**src/rtl/instr_seq_ctrl.sv**
```systemverilog
// instr_seq_ctrl: fetch/decode sequencer for the 8-bit execute stage.
// Ports:
//   clk, reset (async, active low)
//   imem_req/imem_addr/imem_data/imem_valid : instruction fetch
//   flag_ex : {parity,ovf,zero,carry} feedback
//   op_dec/RW_dec/imm_dec/b_sel_imm/mem_* : execute controls
//   dec_valid/halted/ill_op : status
// Option: define SEQ_CALL_STACK_EN for the CALL/RET stack.
module instr_seq_ctrl #(
  parameter int PC_W     = 8,
  parameter int MEM_WAIT = 2,
  parameter int STK_D    = 4
) (
  input  logic            clk,
  input  logic            reset,
  output logic            imem_req,
  output logic [PC_W-1:0] imem_addr,
  input  logic [23:0]     imem_data,
  input  logic            imem_valid,
  input  logic [3:0]      flag_ex,
  output logic [4:0]      op_dec,
  output logic [4:0]      RW_dec,
  output logic [7:0]      imm_dec,
  output logic            b_sel_imm,
  output logic            mem_en_dec,
  output logic            mem_rw_dec,
  output logic            mem_mux_sel_dec,
  output logic            dec_valid,
  output logic            halted,
  output logic            ill_op
);

  typedef enum logic [1:0] {
    S_FETCH,
    S_DECODE,
    S_MEM,
    S_HALT
  } state_t;

  localparam logic [4:0] OP_BUB  = 5'b11000;
  localparam logic [4:0] OP_JMP  = 5'b11000;
  localparam logic [4:0] OP_JC   = 5'b11100;
  localparam logic [4:0] OP_JNC  = 5'b11101;
  localparam logic [4:0] OP_JZ   = 5'b11110;
  localparam logic [4:0] OP_JNZ  = 5'b11111;
  localparam logic [4:0] OP_LD   = 5'b10100;
  localparam logic [4:0] OP_ST   = 5'b10101;
  localparam logic [4:0] OP_HLT  = 5'b10001;
  localparam logic [4:0] OP_CALL = 5'b10010;
  localparam logic [4:0] OP_RET  = 5'b10000;

  state_t          state, state_n;
  logic [PC_W-1:0] pc, pc_n, pc_inc, tgt;
  logic [23:0]     ir;
  logic [3:0]      wcnt, wcnt_n;
  logic [4:0]      op;

  logic is_ld, is_st, is_hlt, is_call, is_ret;
  logic is_br, is_bad, is_bub, taken;
  logic call_tk, ret_tk, ret_ill;
  logic [PC_W-1:0] ret_pc;

  logic [4:0] d_op, d_rw;
  logic [7:0] d_imm;
  logic       d_bsel, d_men, d_mrw, d_mmux;

  logic unused_ok;
  assign unused_ok = ^{ir[13:8], flag_ex[3:2]};

  assign op        = ir[23:19];
  assign pc_inc    = pc + 1'b1;
  assign tgt       = PC_W'(ir[7:0]);
  assign imem_addr = pc;

  assign is_ld   = (op == OP_LD);
  assign is_st   = (op == OP_ST);
  assign is_hlt  = (op == OP_HLT);
  assign is_call = (op == OP_CALL);
  assign is_ret  = (op == OP_RET);
  assign is_br   = (op == OP_JMP) | (op[4:2] == 3'b111);
  assign is_bad  = (op == 5'b00011) | (op == 5'b01011)
                 | (op == 5'b10011);
  assign is_bub  = is_bad | is_hlt | is_call | is_ret;

  // Branch condition uses flags of the previous instruction.
  always_comb begin
    taken = 1'b0;
    unique case (1'b1)
      op == OP_JMP: taken = 1'b1;
      op == OP_JC:  taken = flag_ex[0];
      op == OP_JNC: taken = ~flag_ex[0];
      op == OP_JZ:  taken = flag_ex[1];
      op == OP_JNZ: taken = ~flag_ex[1];
      default:      taken = 1'b0;
    endcase
  end

`ifdef SEQ_CALL_STACK_EN
  localparam int SP_W = (STK_D > 1) ? $clog2(STK_D) : 1;
  localparam logic [SP_W:0] CNT_MAX = STK_D[SP_W:0];

  logic [PC_W-1:0] stk [STK_D];
  logic [SP_W-1:0] sp, sp_m1;
  logic [SP_W:0]   cnt;
  logic            push, pop;

  assign sp_m1   = sp - 1'b1;
  assign push    = (state == S_DECODE) & is_call;
  assign pop     = (state == S_DECODE) & is_ret
                 & (cnt != '0);
  assign call_tk = is_call;
  assign ret_tk  = is_ret;
  assign ret_pc  = (cnt != '0) ? stk[sp_m1] : '0;
  assign ret_ill = is_ret & (cnt == '0);

  // Circular stack: a push when full overwrites the oldest slot.
  always_ff @(posedge clk or negedge reset) begin
    if (!reset) begin
      sp  <= '0;
      cnt <= '0;
      for (int i = 0; i < STK_D; i++) stk[i] <= '0;
    end else if (push) begin
      stk[sp] <= pc_inc;
      sp      <= sp + 1'b1;
      if (cnt != CNT_MAX) cnt <= cnt + 1'b1;
    end else if (pop) begin
      sp  <= sp_m1;
      cnt <= cnt - 1'b1;
    end
  end
`else
  assign call_tk = 1'b0;
  assign ret_tk  = 1'b0;
  assign ret_pc  = '0;
  assign ret_ill = 1'b0;
`endif

  always_comb begin
    d_op   = OP_BUB;
    d_rw   = '0;
    d_imm  = '0;
    d_bsel = 1'b0;
    d_men  = 1'b0;
    d_mrw  = 1'b0;
    d_mmux = 1'b0;
    unique case (1'b1)
      is_bub: begin
      end
      is_br: begin
        d_op  = op;
        d_imm = ir[7:0];
      end
      default: begin
        d_op   = op;
        d_rw   = ir[18:14];
        d_imm  = ir[7:0];
        d_bsel = (op[4:3] == 2'b01);
        d_men  = is_ld | is_st;
        d_mrw  = is_st;
        d_mmux = is_ld;
      end
    endcase
  end

  always_comb begin
    state_n         = state;
    pc_n            = pc;
    wcnt_n          = wcnt;
    imem_req        = 1'b0;
    dec_valid       = 1'b0;
    halted          = 1'b0;
    ill_op          = 1'b0;
    op_dec          = OP_BUB;
    RW_dec          = '0;
    imm_dec         = '0;
    b_sel_imm       = 1'b0;
    mem_en_dec      = 1'b0;
    mem_rw_dec      = 1'b0;
    mem_mux_sel_dec = 1'b0;
    if (state == S_DECODE || state == S_MEM) begin
      op_dec          = d_op;
      RW_dec          = d_rw;
      imm_dec         = d_imm;
      b_sel_imm       = d_bsel;
      mem_en_dec      = d_men;
      mem_rw_dec      = d_mrw;
      mem_mux_sel_dec = d_mmux;
    end
    unique case (state)
      S_FETCH: begin
        imem_req = 1'b1;
        if (imem_valid) state_n = S_DECODE;
      end
      S_DECODE: begin
        dec_valid = 1'b1;
        ill_op    = is_bad | ret_ill;
        state_n   = S_FETCH;
        unique case (1'b1)
          is_hlt:          state_n = S_HALT;
          taken | call_tk: pc_n    = tgt;
          ret_tk:          pc_n    = ret_pc;
          default:         pc_n    = pc_inc;
        endcase
        if ((is_ld | is_st) && MEM_WAIT != 0) begin
          state_n = S_MEM;
          wcnt_n  = 4'(MEM_WAIT - 1);
        end
      end
      S_MEM: begin
        if (wcnt == '0) state_n = S_FETCH;
        else            wcnt_n  = wcnt - 1'b1;
      end
      S_HALT: begin
        halted = 1'b1;
      end
    endcase
  end

  always_ff @(posedge clk or negedge reset) begin
    if (!reset) begin
      state <= S_FETCH;
      pc    <= '0;
      ir    <= '0;
      wcnt  <= '0;
    end else begin
      state <= state_n;
      pc    <= pc_n;
      wcnt  <= wcnt_n;
      if (state == S_FETCH && imem_valid) ir <= imem_data;
    end
  end

endmodule

```
**config.mk**
```make
export PLATFORM = sky130hd
export DESIGN_NAME = instr_seq_ctrl
export DESIGN_NICKNAME = d
export VERILOG_FILES = /design/src/rtl/instr_seq_ctrl.sv
export SDC_FILE = /design/constraint.sdc
export NUM_CORES = 1
export LEC_CHECK = 0
export CORE_ASPECT_RATIO = 1.5
export CORE_MARGIN = 8
export CORE_UTILIZATION = 25
export DETAILED_ROUTE_END_ITERATION = 6
export HOLD_SLACK_MARGIN = 0.15
export PLACE_DENSITY = 0.49
export SLEW_MARGIN = 20
export SYNTH_ARGS = -nofsm -noshare
export SYNTH_HDL_FRONTEND = slang
export SYNTH_SLANG_ARGS = --single-unit
```
**constraint.sdc**
```tcl
create_clock -name clk -period 2.6 [get_ports clk]
set_input_delay 0.39 -clock clk [delete_from_list [all_inputs] [get_ports clk]]
set_output_delay 0.39 -clock clk [all_outputs]
set_load 0.01 [all_outputs]
```
==> results of run 1 <==
==> per-layer routing <==
metal  up-vias  routed length, microns  GRT usage [%]
met5         -                       0              0
met3         6                     178           1.98
met1       757                    2170           11.4
li1        823                       -              -
met2        31                    2720           18.1
met4         0                      98           5.19
==> worst min path at each step <==
stage	cells after the start	start	end	slack, ps
floorplan	0	reset	imem_addr[0]	90
global placement	1	ir[18]	ir[18]	480
detailed placement	1	ir[18]	ir[18]	490
CTS	1	ir[18]	ir[18]	500
global route	1	ir[18]	ir[18]	520
finish	1	ir[18]	ir[18]	500
==> registers in the layout, indices dropped and copies added, names as in the netlist <==
register / flops
ir: 18
imem_addr: 8
state: 2
wcnt: 4
==> critical path, stage by stage (launching register included) <==
cell	delay, ps
sky130_fd_sc_hd__dfrtp_1	370
sky130_fd_sc_hd__inv_1	100
sky130_fd_sc_hd__ha_4	290
sky130_fd_sc_hd__a21boi_2	190
sky130_fd_sc_hd__buf_4	180
sky130_fd_sc_hd__and2_1	140
sky130_fd_sc_hd__clkdlybuf4s50_1	530
==> report_power, final <==
| group | switching [mW] | internal [mW] | total, mW |
|---|---|---|---|
| sequential | 0 | 0.499 | 0.499 |
| combinational | 0.0150 | 0.0302 | 0.0451 |
| clock | 0.193 | 0.381 | 0.574 |
| total | 0.208 | 0.910 | 1.12 |
==> cell families after synthesis <==
group,after synthesis,share of synthesized area [%]
AOI/OAI and AO/OA,35,13.7
xor gates and xnor gates,1,0.452
adders and majority gates,7,4.52
buffers and inverters,21,5.03
DFF,32,41.3
muxes,26,14.6
and+or+nand+nor,72,20.5
==> repair_timing <==
action,4_1_cts,5_1_grt
setup endpoints to repair,17,6
setup buffers,1,1
gates resized for setup,7,5
hold buffers,0,0
endpoints found under the hold margin,0,0
==> cell type report <==
cell class / instances / area, sq um
fillers: 772 / 4690
multi-input cells: 141 / 1060
flip-flops and latches: 32 / 801
repair buffers: 70 / 686
clock buffers: 8 / 146
well taps: 102 / 128
inverters: 13 / 51.3
==> metrics by stage <==
| stage | utilization [%] | hold WS, ps | power [mW] | instances | setup WS [ps] |
|---|---|---|---|---|---|
| after floorplan | - | 94.4 | 0.508 | 194 | 635 |
| after global placement | 35.5 | 478 | 0.554 | 356 | 186 |
| after detailed placement | 35.5 | 489 | 0.554 | 356 | 186 |
| after CTS | 37.7 | 501 | 1.14 | 365 | 11.8 |
| after global routing | 37.9 | 515 | 1.17 | 366 | 25.5 |
| final | 37.9 | 496 | 1.12 | 366 | 136 |
==> layout by cell type, fill, tap and decap left out, types with 4 or more instances in the layout <==
| cell type | count |
|---|---|
| sky130_fd_sc_hd__o21ai_1 | 8 |
| sky130_fd_sc_hd__and2_1 | 19 |
| sky130_fd_sc_hd__o21ai_0 | 4 |
| sky130_fd_sc_hd__buf_4 | 13 |
| sky130_fd_sc_hd__nand3_1 | 6 |
| sky130_fd_sc_hd__dlymetal6s2s_1 | 5 |
| sky130_fd_sc_hd__clkdlybuf4s50_1 | 47 |
| sky130_fd_sc_hd__a21oi_1 | 4 |
| sky130_fd_sc_hd__nand2_1 | 17 |
| sky130_fd_sc_hd__mux2i_1 | 8 |
| sky130_fd_sc_hd__or3_1 | 4 |
| sky130_fd_sc_hd__dfrtp_1 | 32 |
| sky130_fd_sc_hd__and3_1 | 5 |
| sky130_fd_sc_hd__inv_1 | 12 |
| sky130_fd_sc_hd__dlygate4sd2_1 | 4 |
| sky130_fd_sc_hd__mux2_2 | 18 |
| sky130_fd_sc_hd__nor2_1 | 8 |
| sky130_fd_sc_hd__a22oi_2 | 4 |
| sky130_fd_sc_hd__ha_1 | 6 |
| sky130_fd_sc_hd__clkbuf_16 | 5 |
==> results.md, run 1 <==
Route:
- After detailed routing, the number of vias per cell comes to 4.42.
- In the final routed layout, each cell accounts on average for 14.1 microns.
- Before antenna repair, the detailed router went through 2 iterations.
- The final routed wirelength across all metal layers is 5.16 mm.
- After detailed routing, the number of remaining DRC violations is 0.
- In this run the remaining antenna-violating nets after routing total 0.
- For this block, the initial DRC count from the detailed router was 79.
- Detailed routing inserted a total of 1,617 vias.

Synth:
- The library cell with the highest instance count after synthesis is sky130_fd_sc_hd__dfrtp_1.
- The share of synthesized flip-flops with an asynchronous set or reset is 100%.
- For this run, the leading register cell type out of synthesis is sky130_fd_sc_hd__dfrtp_1.
- The share of the Yosys chip area taken by registers is 41.3%.
- By count the netlist is led by sky130_fd_sc_hd__dfrtp_1 (32), sky130_fd_sc_hd__and2_1 (19), sky130_fd_sc_hd__mux2_2 (18).
- The number of enable flip-flop cells after synthesis is 0.
- Yosys printed 0 warnings.
- The cell accounting for the most synthesized area is sky130_fd_sc_hd__dfrtp_1.
- The post-synthesis area per instance is 10.0 sq um.
- Synthesis inferred 32 register bits.
- The synthesized netlist contains 44 unique library cells.
- The synthesized cell area is 0.00194 sq mm.
- By area the synthesized netlist is led by sky130_fd_sc_hd__dfrtp_1 (41%), sky130_fd_sc_hd__mux2_2 (10%), sky130_fd_sc_hd__and2_1 (6.1%).
- Counting every net in the synthesized netlist gives 232.
- The synthesized instance count is 194.
- The fraction of synthesized cell area taken by the top area cell type is 41.3%.

Clock network:
- Clock tree synthesis selected as its root buffer the cell sky130_fd_sc_hd__clkbuf_16.
- The TritonCTS sink count is 32.
- The clock passes through at most 2 buffers.
- The clock slew seen by the registers of the worst setup and hold paths is 50 ps.
- The number of clock buffers inserted by TritonCTS is 5.
- The H-tree generated during clock tree synthesis spans 2 levels.
- At the later pin of the worst-skew pair, clock insertion delay measures 270 ps.
- The clock tree from TritonCTS is yes.

Final layout:
- At the end of the flow, the number of nets in the layout was 301.
- Once layout is done, the placed cells without fillers occupy 0.00287 sq mm.
- The number of antenna diodes in the final layout is 0.
- Relative to the synthesized area, the layout overhead comes to 47.9%.
- The post-route netlist has 18.6% of its cells at a drive strength greater than 1.

Setup path:
- Across all register-to-register paths, the minimum setup slack is 540 ps.
- In this run the critical register-to-register path is captured at state[1].
- For the worst flop-to-flop path, the logic depth is 7.
- The termination of the worst setup path is imm_dec[0].
- By startpoint and endpoint, the worst setup path is classified as reg -> out.
- The maximum fanout encountered on the critical timing path is 8.
- For the worst setup path, the data required time is 2210 ps.
- The startpoint identified for the worst register-to-register timing path is state[0].
- STA puts the critical path data arrival time at 2070 ps.
- The launching element of the worst setup path is state[1].
- STA classifies the critical path startpoint as a register.
- STA classifies the critical path endpoint as an output port.

Outcome:
- The run finished with clean final reports.

Die:
- The height of the chip is 124 microns.
- The overall die area is 0.0109 sq mm.
- After floorplanning, the core was divided into 39 placement rows.
- Pin placement for this block handled 65 I/O pins.
- Once the floorplan was initialized, standard cells occupied 25.6% of the core.
- From left edge to right edge, the die measures 87.9 microns.
- The placeable core region is 0.00756 sq mm.

Place:
- The half-perimeter wire length of the detailed placement result is 3.99 mm.
- The global placer's final weighted congestion is 0.717.
- In this run the cell area measured after placement is 0.00268 sq mm.
- During placement, the flow inserted port buffers numbering 56.

Timing:
- The worst-case headroom to the max-slew limit is 68.7%.
- For the final database, setup skew stands at 3.18 ps.
- The final hold violation count is 0.
- The pin slew with the least headroom to its limit is 470 ps.
- The final sum of negative setup slack is 0 ps.
- The worst path in the final design needs a cycle of 2460 ps, including I/O delays and setup.
- Setup repair after global routing left no endpoint under its margin.
- The ratio of final minimum period to clock period is 94.8%.
- Static timing analysis puts the maximum clock frequency at 0.406 GHz.
- The count of final setup violators is 0.
- The final max-slew violation count was 0.

Global route:
- The global-route wire length before repair is 8.67 mm.
- The number of global-route vias before repair was 1,668.
- Entering global routing, the biggest net connects 33 pins.
- The initial antenna violation count is 0.
- After global routing the overflow that remains totals 0.
- The global router's overall resource usage is 10.3%.

Power:
- Summed over all cells, the static leakage comes to 1.37 nW.
- The worst-case vdd ir drop is 190 uV.
- In this run the power density over the cells is 390 mW/mm^2.

Hold path:
- The worst min-delay path class is reg -> reg.

Flow run:
- The number of maximum-capacitance violations is 0.
Power figures use the tool's default switching activity.
==> run 2: changes to the inputs <==
CORE_UTILIZATION = 46   (was 25)
PLACE_DENSITY = 0.81   (was 0.49)
==> run 2 against run 1 <==
Against the previous run: via count up 3.3%; register-to-register slack worse by 30 ps; clock-buffer cell count down 1; utilization up 28 points; global-route usage up 4.4 points; largest cell class unchanged; wire length down 5.1%; critical path depth up 1; critical path type unchanged.
==> results.md, run 2 (synthesis gave the netlist of run 1 again) <==
Final layout:
- Leaving out fill and tap cells, the most frequent cell in the layout is sky130_fd_sc_hd__clkdlybuf4s50_1.
- In the layout the commonest cells are sky130_fd_sc_hd__clkdlybuf4s50_1 (48), sky130_fd_sc_hd__dfrtp_1 (31), sky130_fd_sc_hd__and2_1 (19).
- Compared with the post-synthesis result, the final layout area differs by 41.1%.
- The largest register by flop count is ir.
- The final layout contains 301 nets.
- The repair_antennas step left the layout with diodes totalling 0.
- The register with the most flip-flops in the layout has 18 of them.
- The share of cells above drive strength 1 is 19.4%.
- The filler cell count is 340.

Clock network:
- The TritonCTS sink count is 32.
- Clock-pin slew was measured on the worst setup and hold paths at 70 ps.
- At the later pin of the worst-skew pair, clock insertion delay measures 280 ps.
- The clock tree buffer depth is 2.
- The hold buffer count at CTS is 0.
- The total number of H-tree levels is 2.
- In this run, CTS created clock tree buffers numbering 5.
- The clock tree root buffer cell is sky130_fd_sc_hd__clkbuf_8.
- The clock tree from TritonCTS is yes.

Power:
- Power spread over the standard cell area amounts to 348 mW/mm^2.
- The leakage power figure is 1.33 nW.
- The sequential share of power is 52.3%.
- The worst-case vdd ir drop is 374 uV.
- The internal power of the cells totals 764 uW.
- The completed layout was analyzed and its total power is 953 uW.
- Summed over all nets, the switching power comes to 189 uW.
- The part of the power in combinational logic is 4.7%.
- Net switching is 19.8% of the power.
- The share of total power in the clock network is 43.0%.

Setup path:
- The type of element launching the critical path is a register.
- The arrival time of data at the critical path endpoint is 2120 ps.
- In this run the worst path has a maximum fanout of 6.
- Tracing the worst setup path back leads to its startpoint at state[0].
- The required time of the critical path is 2210 ps.
- The minimum setup slack among reg-to-reg paths is 510 ps.
- In this run the critical register-to-register path is launched from state[0].
- STA classifies the critical path endpoint as an output port.
- By startpoint and endpoint, the worst setup path is classified as reg -> out.

Route:
- The number of vias in the routed layout is 1,671.
- After detailed routing, the met3 layer carries 199 microns of wire.
- The initial DRC count is 54.
- The length of routed met2 wiring is 2.65 mm.
- The post-route met1 wirelength is 1.92 mm.
- The wire length per cell is 15.9 microns.
- The final routed wirelength across all metal layers is 4.90 mm.
- The top layer reached by signal wires is met4.
- The detail-routed via count per cell is 5.41.
- The number of nets with antenna violations after routing is 0.
- The pre-antenna-repair detailed-routing pass consisted of 4 iterations.
- After detailed routing, the number of remaining DRC violations is 0.

Global route:
- In the global route stage, overall resource usage came out at 14.7%.
- The number of global-route vias before repair is 1,784.
- The global-route wire length before repair is 8.02 mm.
- The total congestion overflow is 0.
- The largest net degree at the start of global routing is 33.
- The initial antenna violation count was 0.

Place:
- Summed over all nets, the half-perimeter wirelength after detailed placement is 3.66 mm.
- The congestion estimate from routability-driven global placement came to 0.839.
- The number of buffers inserted by port buffering is 56.

Timing:
- The post-route clock skew is 8.93 ps.
- The pin slew with the least headroom to its limit is 478 ps.
- Setup violations remaining at the end of the flow were counted as 0.
- The shortest clock period the worst path allows after layout is 2510 ps.
- The fmax is 0.398 GHz.
- The final hold violation count is 0.
- The worst path uses 96.5% of the clock period.
- Hold is met by 495 ps.
- The final max-slew violation count was 0.
- The worst-case headroom to the max-slew limit is 68.1%.

Die:
- The number of I/O pins is 65.
- Measured along the x axis, the die boundary spans 69.0 microns.
- The floorplan step defined a die boundary enclosing 0.00659 sq mm.
- The region available for standard cell placement spans 0.00414 sq mm.
- The initial utilization of the core area, before any placement, comes to 46.9%.
- The height of the chip is 95.5 microns.
- The number of placement rows is 29.

Hold path:
- The tightest min-delay check is of the reg -> reg type.
- The hold path startpoint is ir[18].

Outcome:
- The run finished with clean final reports.

Flow run:
- Across the run, the number of max-cap violations was 0.
==> run 2: worst max-delay path, cell delays in order, from the launching register on <==
cell and delay [ps]:
sky130_fd_sc_hd__dfrtp_1 400, sky130_fd_sc_hd__inv_1 140, sky130_fd_sc_hd__ha_4 240, sky130_fd_sc_hd__a21boi_2 170
sky130_fd_sc_hd__buf_2 160, sky130_fd_sc_hd__buf_4 140, sky130_fd_sc_hd__nand2_1 60, sky130_fd_sc_hd__clkdlybuf4s50_1 540
==> run 2: timing repair <==
| action | CTS | global route |
|---|---|---|
| buffers inserted | 1 | 4 |
| pin swaps | 0 | 0 |
| cloned | 0 | 1 |
| endpoints found under the setup margin | 8 | 14 |
| resized for setup | 4 | 9 |
==> run 2: path summary, 6_finish.rpt <==
check                                 end  depth (start not counted)
worst max-delay path            op_dec[3]                          7
worst min-delay path               ir[18]                          1
worst max register to register   state[1]                          7
worst min register to register     ir[18]                          1
max in group asynchronous          ir[20]                          2
min in group asynchronous           ir[4]                          2
==> run 2: layout make-up <==
type                            count  area, sq um  share of cell area (%)
Sequential cell                    32          802                    29.3
Timing Repair Buffer               70          672                    24.6
Clock buffer                        7         96.3                    3.52
Multi-Input combinational cell    141         1060                    38.6
Tap cell                           46         57.6                    2.10
Inverter                           13         51.3                    1.87
==> run 2: stage by stage <==
| stage | area (sq um) | util [%] | setup TNS, ps | instances | setup slack [ps] |
|---|---|---|---|---|---|
| detailed placement | 2570 | 62.2 | 0 | 296 | 241 |
| global route | 2740 | 66.2 | -5.69 | 309 | -4.33 |
| CTS | 2680 | 64.9 | 0 | 304 | 8.12 |
| finish | 2740 | 66.2 | 0 | 309 | 89.8 |
| floorplan | 1940 | - | 0 | 194 | 635 |
| global placement | 2570 | 62.2 | 0 | 296 | 290 |
==> run 2: routing by layer <==
metal	GRT usage, %	vias to the layer above
li1	-	817
met1	15.1	805
met2	27.1	40
met3	3.65	9
met4	7.38	0
met5	0	-
==> run 2: power groups by stage <==
stage,clock (mW),combinational (mW),sequential (mW)
2_1_floorplan,0,0.00105,0.507
3_3_place_gp,0,0.0453,0.507
3_5_place_dp,0,0.0464,0.507
4_1_cts,0.421,0.0465,0.498
5_1_grt,0.439,0.0498,0.497
6_report,0.410,0.0452,0.498
